[config.mk]
export PLATFORM = sky130hd
export DESIGN_NAME = amo_sequencer
export DESIGN_NICKNAME = d
export VERILOG_FILES = /design/src/rtl/amo_sequencer.sv
export SDC_FILE = /design/constraint.sdc
export NUM_CORES = 1
export LEC_CHECK = 0
export ABC_AREA = 1
export CORE_MARGIN = 4
export CORE_UTILIZATION = 31
export DETAILED_ROUTE_END_ITERATION = 8
export GPL_TIMING_DRIVEN = 0
export PLACE_DENSITY = 0.6
export SLEW_MARGIN = 5
export SYNTH_ARGS = -nofsm -noshare
export SYNTH_HDL_FRONTEND = slang
export SYNTH_SLANG_ARGS = --single-unit
[constraint.sdc]
create_clock -name clk -period 7.3 [get_ports clk]
set_input_delay 1.46 -clock clk [delete_from_list [all_inputs] [get_ports clk]]
set_output_delay 1.46 -clock clk [all_outputs]
set_load 0.005 [all_outputs]
[src/rtl/amo_sequencer.sv]
`default_nettype none
// ============================================================================
// Module      : amo_sequencer
// Description : RV64A LR/SC and AMO read-modify-write sequencer with LR
//               reservation tracking, driven from the execute stage.
// Revision    : 1.0 - initial release
// ============================================================================
module amo_sequencer #(
  parameter int N        = 64,
  parameter int RES_GRAN = 3
) (
  input  logic         clk,
  input  logic         reset,
  input  logic         start,
  input  logic [4:0]   funct5,
  input  logic         wordOp,
  input  logic [N-1:0] addr_E,
  input  logic [N-1:0] rs2_E,
  input  logic         snoop_valid,
  input  logic [N-1:0] snoop_addr,
  output logic         mem_req,
  output logic         mem_we,
  output logic [N-1:0] mem_addr,
  output logic [N-1:0] mem_wdata,
  input  logic         mem_ack,
  input  logic [N-1:0] mem_rdata,
  output logic         busy,
  output logic         done,
  output logic [N-1:0] result_rd,
  output logic         fault
);

  localparam logic [4:0] c_AMOADD  = 5'b00000;
  localparam logic [4:0] c_AMOSWAP = 5'b00001;
  localparam logic [4:0] c_LR      = 5'b00010;
  localparam logic [4:0] c_SC      = 5'b00011;
  localparam logic [4:0] c_AMOXOR  = 5'b00100;
  localparam logic [4:0] c_AMOOR   = 5'b01000;
  localparam logic [4:0] c_AMOAND  = 5'b01100;
  localparam logic [4:0] c_AMOMIN  = 5'b10000;
  localparam logic [4:0] c_AMOMAX  = 5'b10100;
  localparam logic [4:0] c_AMOMINU = 5'b11000;
  localparam logic [4:0] c_AMOMAXU = 5'b11100;

  typedef enum logic [2:0] {
    S_IDLE  = 3'd0,
    S_READ  = 3'd1,
    S_CALC  = 3'd2,
    S_WRITE = 3'd3,
    S_FIN   = 3'd4
  } state_t;

  state_t         r_state;
  state_t         w_state_nxt;
  logic [4:0]     r_funct5;
  logic           r_word;
  logic [N-1:0]   r_addr;
  logic [N-1:0]   r_rs2;
  logic [N-1:0]   r_old;
  logic [N-1:0]   r_wdata;
  logic [N-1:0]   r_result;
  logic           r_fault;
  logic           r_res_valid;
  logic [N-1:0]   r_res_addr;

  logic           w_known;
  logic           w_misaligned;
  logic           w_bad;
  logic           w_sc_hit;
  logic           w_snoop_hit;
  logic           w_lr_set;
  logic [N-1:0]   w_rs2_ext;
  logic [N-1:0]   w_rd_ext;
  logic [N-1:0]   w_as, w_bs, w_au, w_bu;
  logic           w_lt_s, w_lt_u;
  logic [N-1:0]   w_new;
  logic [N-1:0]   w_new_ext;

  always_comb begin
    w_known = 1'b0;
    case (funct5)
      c_AMOADD, c_AMOSWAP, c_LR, c_SC, c_AMOXOR, c_AMOOR, c_AMOAND,
      c_AMOMIN, c_AMOMAX, c_AMOMINU, c_AMOMAXU: w_known = 1'b1;
      default:                                  w_known = 1'b0;
    endcase
  end

  assign w_misaligned = wordOp ? (addr_E[1:0] != 2'b00) : (addr_E[2:0] != 3'b000);
  assign w_bad        = w_misaligned || !w_known;

  // Granule match ignores the low RES_GRAN address bits.
  assign w_sc_hit    = r_res_valid && (((addr_E ^ r_res_addr) >> RES_GRAN) == '0);
  assign w_snoop_hit = snoop_valid && r_res_valid &&
                       (((snoop_addr ^ r_res_addr) >> RES_GRAN) == '0);
  assign w_lr_set    = (r_state == S_READ) && mem_ack && (r_funct5 == c_LR);

  assign w_rs2_ext = wordOp ? {{(N-32){1'b0}}, rs2_E[31:0]} : rs2_E;
  assign w_rd_ext  = r_word ? {{(N-32){mem_rdata[31]}}, mem_rdata[31:0]} : mem_rdata;

  assign w_as   = r_word ? {{(N-32){r_old[31]}}, r_old[31:0]} : r_old;
  assign w_bs   = r_word ? {{(N-32){r_rs2[31]}}, r_rs2[31:0]} : r_rs2;
  assign w_au   = r_word ? {{(N-32){1'b0}}, r_old[31:0]} : r_old;
  assign w_bu   = r_word ? {{(N-32){1'b0}}, r_rs2[31:0]} : r_rs2;
  assign w_lt_s = $signed(w_as) < $signed(w_bs);
  assign w_lt_u = w_au < w_bu;

  always_comb begin
    w_new = w_bs;
    case (r_funct5)
      c_AMOSWAP: w_new = w_bs;
      c_AMOADD:  w_new = w_as + w_bs;
      c_AMOXOR:  w_new = w_as ^ w_bs;
      c_AMOAND:  w_new = w_as & w_bs;
      c_AMOOR:   w_new = w_as | w_bs;
      c_AMOMIN:  w_new = w_lt_s ? w_as : w_bs;
      c_AMOMAX:  w_new = w_lt_s ? w_bs : w_as;
      c_AMOMINU: w_new = w_lt_u ? w_au : w_bu;
      c_AMOMAXU: w_new = w_lt_u ? w_bu : w_au;
      default:   w_new = w_bs;
    endcase
  end

  assign w_new_ext = r_word ? {{(N-32){1'b0}}, w_new[31:0]} : w_new;

  always_ff @(posedge clk) begin
    if (reset) begin
      r_state <= S_IDLE;
    end else begin
      r_state <= w_state_nxt;
    end
  end

  always_comb begin
    w_state_nxt = r_state;
    mem_req     = 1'b0;
    mem_we      = 1'b0;
    busy        = 1'b1;
    done        = 1'b0;
    case (r_state)
      S_IDLE: begin
        busy = 1'b0;
        if (start) begin
          if (w_bad)                 w_state_nxt = S_FIN;
          else if (funct5 == c_SC)   w_state_nxt = w_sc_hit ? S_WRITE : S_FIN;
          else                       w_state_nxt = S_READ;
        end
      end
      S_READ: begin
        mem_req = 1'b1;
        if (mem_ack) w_state_nxt = (r_funct5 == c_LR) ? S_FIN : S_CALC;
      end
      S_CALC: w_state_nxt = S_WRITE;
      S_WRITE: begin
        mem_req = 1'b1;
        mem_we  = 1'b1;
        if (mem_ack) w_state_nxt = S_FIN;
      end
      S_FIN: begin
        done        = 1'b1;
        w_state_nxt = S_IDLE;
      end
      default: w_state_nxt = S_IDLE;
    endcase
  end

  assign mem_addr  = r_addr;
  assign mem_wdata = r_wdata;
  assign result_rd = done ? r_result : '0;
  assign fault     = done & r_fault;

  always_ff @(posedge clk) begin
    if (reset) begin
      r_funct5    <= '0;
      r_word      <= 1'b0;
      r_addr      <= '0;
      r_rs2       <= '0;
      r_old       <= '0;
      r_wdata     <= '0;
      r_result    <= '0;
      r_fault     <= 1'b0;
      r_res_valid <= 1'b0;
      r_res_addr  <= '0;
    end else begin
      case (r_state)
        S_IDLE: begin
          if (start) begin
            r_funct5 <= funct5;
            r_word   <= wordOp;
            r_addr   <= addr_E;
            r_rs2    <= rs2_E;
            r_fault  <= w_bad;
            r_result <= '0;
            r_wdata  <= '0;
            if (!w_bad && funct5 == c_SC) begin
              r_result <= {{(N-1){1'b0}}, !w_sc_hit};
              r_wdata  <= w_rs2_ext;
            end
          end
        end
        S_READ: begin
          if (mem_ack) begin
            r_old    <= mem_rdata;
            r_result <= w_rd_ext;
          end
        end
        S_CALC:  r_wdata <= w_new_ext;
        default: ;
      endcase

      // An LR completing in the same cycle as a matching snoop keeps its reservation.
      if (w_lr_set) begin
        r_res_valid <= 1'b1;
        r_res_addr  <= r_addr;
      end else if ((r_state == S_IDLE && start && funct5 == c_SC) || w_snoop_hit) begin
        r_res_valid <= 1'b0;
      end
    end
  end

endmodule
`default_nettype wire

==> results of run 1 <==
==> cells by family after synthesis <==
family / share of synthesized area
AOI/OAI and AO/OA: 0.225
xor gates and xnor gates: 0.0149
adders and majority gates: 0.0922
buffers and inverters: 0.126
DFF: 0.256
and+or+nand+nor: 0.286
==> synth_stat cells, types with 20 or more instances <==
cell type,n
nand2_1,1082
inv_1,715
a21oi_1,602
nor2_1,525
o21ai_0,481
dfxtp_1,392
nand3_1,386
ha_1,224
clkbuf_1,213
a221oi_1,62
o21ai_1,45
nand4_1,41
xor2_1,37
nor3_1,30
buf_2,21
nor4_1,20
o21a_1,20
==> registers in the layout, indices dropped and copies added, names as in the netlist, 3 cells and up <==
name and count:
r_result 64, mem_addr 64, r_state 3, mem_wdata 64
r_rs2 64, r_funct5 5, r_old 64, r_res_addr 61
==> layer usage <==
metal  wire length, um  GRT usage  vias to the layer above
li1                  -          -                    17500
met1             69800      0.400                    17500
met2             77800      0.519                     1713
met3             14500     0.0586                      312
met4              8730      0.148                       14
met5                89          0                        -
==> cell usage in the layout, fill, tap and decap left out, drive strengths merged, types with 37 or more instances in the layout <==
cell / netlist / routed
nand2: 1091 / 1091
inv: 728 / 731
a21oi: 603 / 603
nor2: 528 / 528
o21ai: 526 / 526
clkdlybuf4s50: 0 / 459
dfxtp: 392 / 392
nand3: 388 / 388
clkbuf: 213 / 278
ha: 224 / 224
a221oi: 62 / 62
buf: 50 / 52
nand4: 41 / 41
xor2: 37 / 37
==> worst max-delay path, cell delays in order, from the launching register on <==
cell and delay, ns:
dfxtp_1 0.58, nand2_1 0.34, clkinv_1 0.33, buf_1 0.86, nor2_1 0.27, ha_1 0.55, nor2_1 0.20, nand2_1 0.09
nor2_1 0.18, nand4_1 0.32, nor2_1 0.19, nand2_1 0.14, nand2_2 0.27, nand2_4 0.15, nand2_4 0.19, buf_6 0.24
buf_4 0.24, nand2_1 0.07, nand3_1 0.09, nand2_1 0.12, o21ai_1 0.36, a21oi_1 0.12
==> worst paths after layout <==
path         cells past startpoint  slack, ns            end       from
max                             21       1.14  mem_wdata[59]  r_rs2[31]
min                              2       0.45      r_rs2[55]  r_rs2[55]
max reg2reg                     21       1.14  mem_wdata[59]  r_rs2[31]
min reg2reg                      2       0.45      r_rs2[55]  r_rs2[55]
==> where the power goes <==
group          internal [uW]  total, uW  switching (uW)
clock                   1550       2610            1060
combinational            640       1910            1270
sequential              2250       2340            91.0
==> through the flow <==
stage	setup slack, ns	area [um^2]	util	hold slack (ns)	total power [uW]
3_5_place_dp	1.38	36900	0.376	0.447	4250
6_report	1.14	38600	0.393	0.455	6860
5_1_grt	0.947	38600	0.393	0.476	7130
4_1_cts	1.30	38500	0.393	0.456	6850
3_3_place_gp	1.36	36800	0.375	0.443	4240
2_1_floorplan	3.73	30600	-	0.430	3330
==> layout make-up <==
type                            count  area (um^2)  area share
Timing Repair Buffer              461         4610       0.120
Inverter                          736         2760      0.0716
Clock inverter                     20          337     0.00873
Tap cell                         1287         1610      0.0417
Multi-Input combinational cell   3679        18900       0.491
Clock buffer                       65         1350      0.0351
Antenna cell                       13         32.5    0.000843
Sequential cell                   392         7850       0.203
Buffer                            263         1090      0.0283
==> run metrics, run 1 <==
Post-synth EDFFs=0; crit-path max FO=10; Max VDD drop=around 0.16 mV; H-tree Lvls=2; Wirelength per Cell=~25 um; final worst-path cycle share=0.843; crit end category=register; Final Hold Viols=0; std cell rows=approximately 120; fin nets=between 6000 and 7000; fin. max-slew vios=0; Layout Cells excl Fill=roughly 7000; yosys warns=0; Syn Area/Cell=between 6 and 7 um^2; Final min period=6.16 ns; Seq/Total Area, Yosys=0.256; clk_lat worst skew=approximately 0.65 ns; via count=roughly 37000; clock root buffer=clkbuf_16; Clock Pin Slew Worst Setup and Hold Paths=around 0.080 ns; top cells by area, synth=dfxtp_1 (26%), nand2_1 (13%), a21oi_1 (9.8%), ha_1 (9.2%), inv_1 (8.8%); max_slew headroom=0.0973; leakage power=between 0.015 and 0.02 uW; GRT Residual Overflow=0; #FFs+latches synth=about 390; Yosys cell types=slightly below 50; Worst-Margin Slew=1.35 ns; initial drt markers=3948; PortBufs=~460; Post-synth top flop=dfxtp_1; number of fill cells=approximately 11000; share of synthesized registers carrying an async set or reset=0; Hold Crit Class=reg -> reg; Worst EP arrival=6.59 ns; final setup fails=0; routability-driven placement congestion ratio=1.01; Starting Density=0.312; CP required=just under 8 ns; CP Class=reg -> reg; first-pass GRT wire length=approximately 240 mm; I/O Pins=approximately 460; cts hold-fix bufs=0; worst clock skew=around 0.087 ns; Yosys top cell area share=0.256; drt first pass iters=5; critical path launch point type=register; max-capacitance violation count=0; die area=around 100000 um^2; Antenna Nets Post-Route=0; clk buf depth=3; status=finished clean; vias per std cell=approximately 5.4; mapped cell area=between 30000 and 40000 um^2; DRC=0; Mapped Cells=~5100; biggest area consumer among synthesized cells=dfxtp_1; pwr dens=178 nW/um^2; post_cts resized=0; Detail Placement HPWL=roughly 140 mm; die height=~320 um; drt total wl=approximately 170 mm; synthesized net count=about 5600; initial antenna violation count=23; setup TNS=0 ns; largest net degree at the start of global routing=15; CTS tree=yes; layout cell share with drive strength beyond 1=0.0283; Max Fclk=0.162 GHz; Total GRT Usage=0.315; area of the core=a little under 100000 um^2; Clock Sinks=about 390; RSZ-0062 raised after global routing=false; Placed Cells=6818; Area Overhead vs Synth=26.0%; Die Wd=between 300 and 400 um; total CTS buffers=46; Setup Fix Bufs, Post-CTS=0; vias in the first global route=around 35000
(Power assumes the default switching activity.)
==> run 2, diff against run 1 <==
- clock period: 7.3 -> 5.99 ns (I/O delays scaled with it)
==> run metrics, run 2 (same netlist as run 1, synthesis figures left out) <==
most frequent cell on the critical path=nand2_1 (unchanged); clk_lat worst skew=0.65 ns (about the same); Final min period=5.75 ns (was 6.16 ns); worst clock skew=0.0844 ns (was 0.0866 ns); max-capacitance violation count=0 (unchanged); Antenna Nets Post-Route=0 (unchanged); Final Util=0.393 (about the same); routability-driven placement congestion ratio=1.01 (unchanged); die area=104000 um^2 (unchanged); Worst-Margin Slew=1.33 ns (was 1.35 ns); max incr delay on CP=0.80 ns (was 0.86 ns); Max Fclk=0.174 GHz (was 0.162 GHz); Starting Density=0.312 (unchanged); drt total wl=171 mm (about the same); first-pass GRT wire length=241 mm (unchanged); Max VDD drop=0.190 mV (was 0.156 mV); area of the core=98100 um^2 (unchanged); most common cell after layout, fill and taps aside=nand2_1 (unchanged); Setup Fix Bufs, Post-CTS=0 (unchanged); initial drt markers=3772 (was 3948); crit-path max FO=10 (unchanged); final setup fails=0 (unchanged); critical path launch point type=register (unchanged); r2r setup slk=0.24 ns (was 1.14 ns); PortBufs=459 (unchanged); Wirelength per Cell=24.7 um (about the same); drt first pass iters=7 (was 5); Final Hold Viols=0 (unchanged); leakage power=0.0165 uW (about the same); vias in the first global route=35300 (unchanged); pwr dens=217 nW/um^2 (was 178 nW/um^2); max_slew headroom=0.114 (was 0.0973); fin area=38600 um^2 (about the same); crit end category=register (unchanged); final worst-path cycle share=0.960 (was 0.843); vias per std cell=5.37 (was 5.36); clk buf depth=3 (unchanged); I/O Pins=464 (unchanged); die height=322 um (unchanged); largest net degree at the start of global routing=15 (unchanged); GRT Residual Overflow=0 (unchanged); Total GRT Usage=0.315 (unchanged); layout cell share with drive strength beyond 1=0.0290 (was 0.0283); DRC=0 (unchanged); initial antenna violation count=23 (unchanged); slowest CP cell=clkbuf_1 (was buf_1); RSZ-0062 raised after global routing=false (unchanged); via count=37100 (was 37000); CTS tree=yes (unchanged); Detail Placement HPWL=140 mm (unchanged); Hold Crit Class=reg -> reg (unchanged); setup TNS=0 ns (unchanged); CP Cell Sequence=nand2_1 > inv_1 > clkbuf_1 > nor2_1 > ha_1 > nor2_1 > nand2_1 > nor2_1 > nand4_1 > nor2_1 > nand2_1 > nand2_2 > nand2_4 > nand2_4 > buf_6 > buf_4 > nand2_1 > nand3_1 > nand2_1 > o21ai_1 > a21oi_1 (was nand2_1 > clkinv_1 > buf_1 > nor2_1 > ha_1 > nor2_1 > nand2_1 > nor2_1 > nand4_1 > nor2_1 > nand2_1 > nand2_2 > nand2_4 > nand2_4 > buf_6 > buf_4 > nand2_1 > nand3_1 > nand2_1 > o21ai_1 > a21oi_1); std cell rows=115 (unchanged); Area Overhead vs Synth=26.0% (about the same); Clock Sinks=392 (unchanged); CP Class=reg -> reg (unchanged); fin. max-slew vios=0 (unchanged); total CTS buffers=46 (unchanged); CP required=6.42 ns (was 7.73 ns); clock root buffer=clkbuf_16 (unchanged); Die Wd=322 um (unchanged); commonest non-fill, non-tap cells in the layout=nand2_1 (1082), inv_1 (715), a21oi_1 (602) (unchanged); Placement Cell Area=36900 um^2 (unchanged); crit path buf inv count=4 (unchanged); status=finished clean (unchanged); Clock Pin Slew Worst Setup and Hold Paths=0.06 ns (was 0.08 ns); Worst EP arrival=6.18 ns (was 6.59 ns); Top delay family on crit path=simple AND/OR/NAND/NOR gates (unchanged); fin nets=6071 (unchanged); H-tree Lvls=2 (unchanged)
-- run 2: area by class of cell --
class	count	area (um^2)
clock inverters	20	337
fillers	10900	59600
inverters	736	2760
flip-flops and latches	392	7850
repair buffers	461	4610
well taps	1287	1610
multi-input cells	3679	18900
plain buffers	263	1090
clock buffers	65	1350
diodes	13	32.5
-- run 2: where the power goes --
part	switching [uW]	internal, uW
clock network	1290	1890
registers	110	2740
logic	1550	781
total	2950	5420
-- run 2: timing repair --
action                     CTS  global route
setup endpoints to repair    1            17
hold buffers                 0             0
gates resized for setup      1             5
-- run 2: worst register-to-register path, cell delays in order (launching register included) --
cell and delay (ns):
dfxtp_1 0.77, nand2_1 0.12, inv_1 0.16, clkbuf_1 0.80, nor2_1 0.18, ha_1 0.51
nor2_1 0.20, nand2_1 0.09, nor2_1 0.18, nand4_1 0.32, nor2_1 0.19, nand2_1 0.14
nand2_2 0.28, nand2_4 0.16, nand2_4 0.20, buf_6 0.25, buf_4 0.24, nand2_1 0.07
nand3_1 0.07, nand2_1 0.11, o21ai_1 0.39, a21oi_1 0.13
-- run 2: routing by layer --
layer / track usage / vias up / wire length [um]
li1: - / 17500 / -
met1: 0.400 / 17500 / 69800
met2: 0.519 / 1747 / 77700
met3: 0.0586 / 339 / 14400
met4: 0.148 / 14 / 8880
met5: 0 / - / 89
-- run 2: through the flow --
| stage | setup WS (ns) | std cells | hold WS [ns] | power, uW |
|---|---|---|---|---|
| after CTS | 0.0622 | 6903 | 0.456 | 8350 |
| final | 0.239 | 6916 | 0.453 | 8360 |
| after global placement | 0.0547 | 6816 | 0.443 | 5170 |
| after detailed placement | 0.0661 | 6818 | 0.447 | 5170 |
| after floorplan | 2.42 | 5070 | 0.430 | 4060 |
| after global routing | 0.0829 | 6908 | 0.476 | 8690 |
-- run 2: worst paths after layout --
check / start / end / depth (start not counted)
worst max-delay path: r_old[31] / mem_wdata[59] / 21
worst min-delay path: r_rs2[55] / r_rs2[55] / 2
worst max register to register: r_old[31] / mem_wdata[59] / 21
worst min register to register: r_rs2[55] / r_rs2[55] / 2
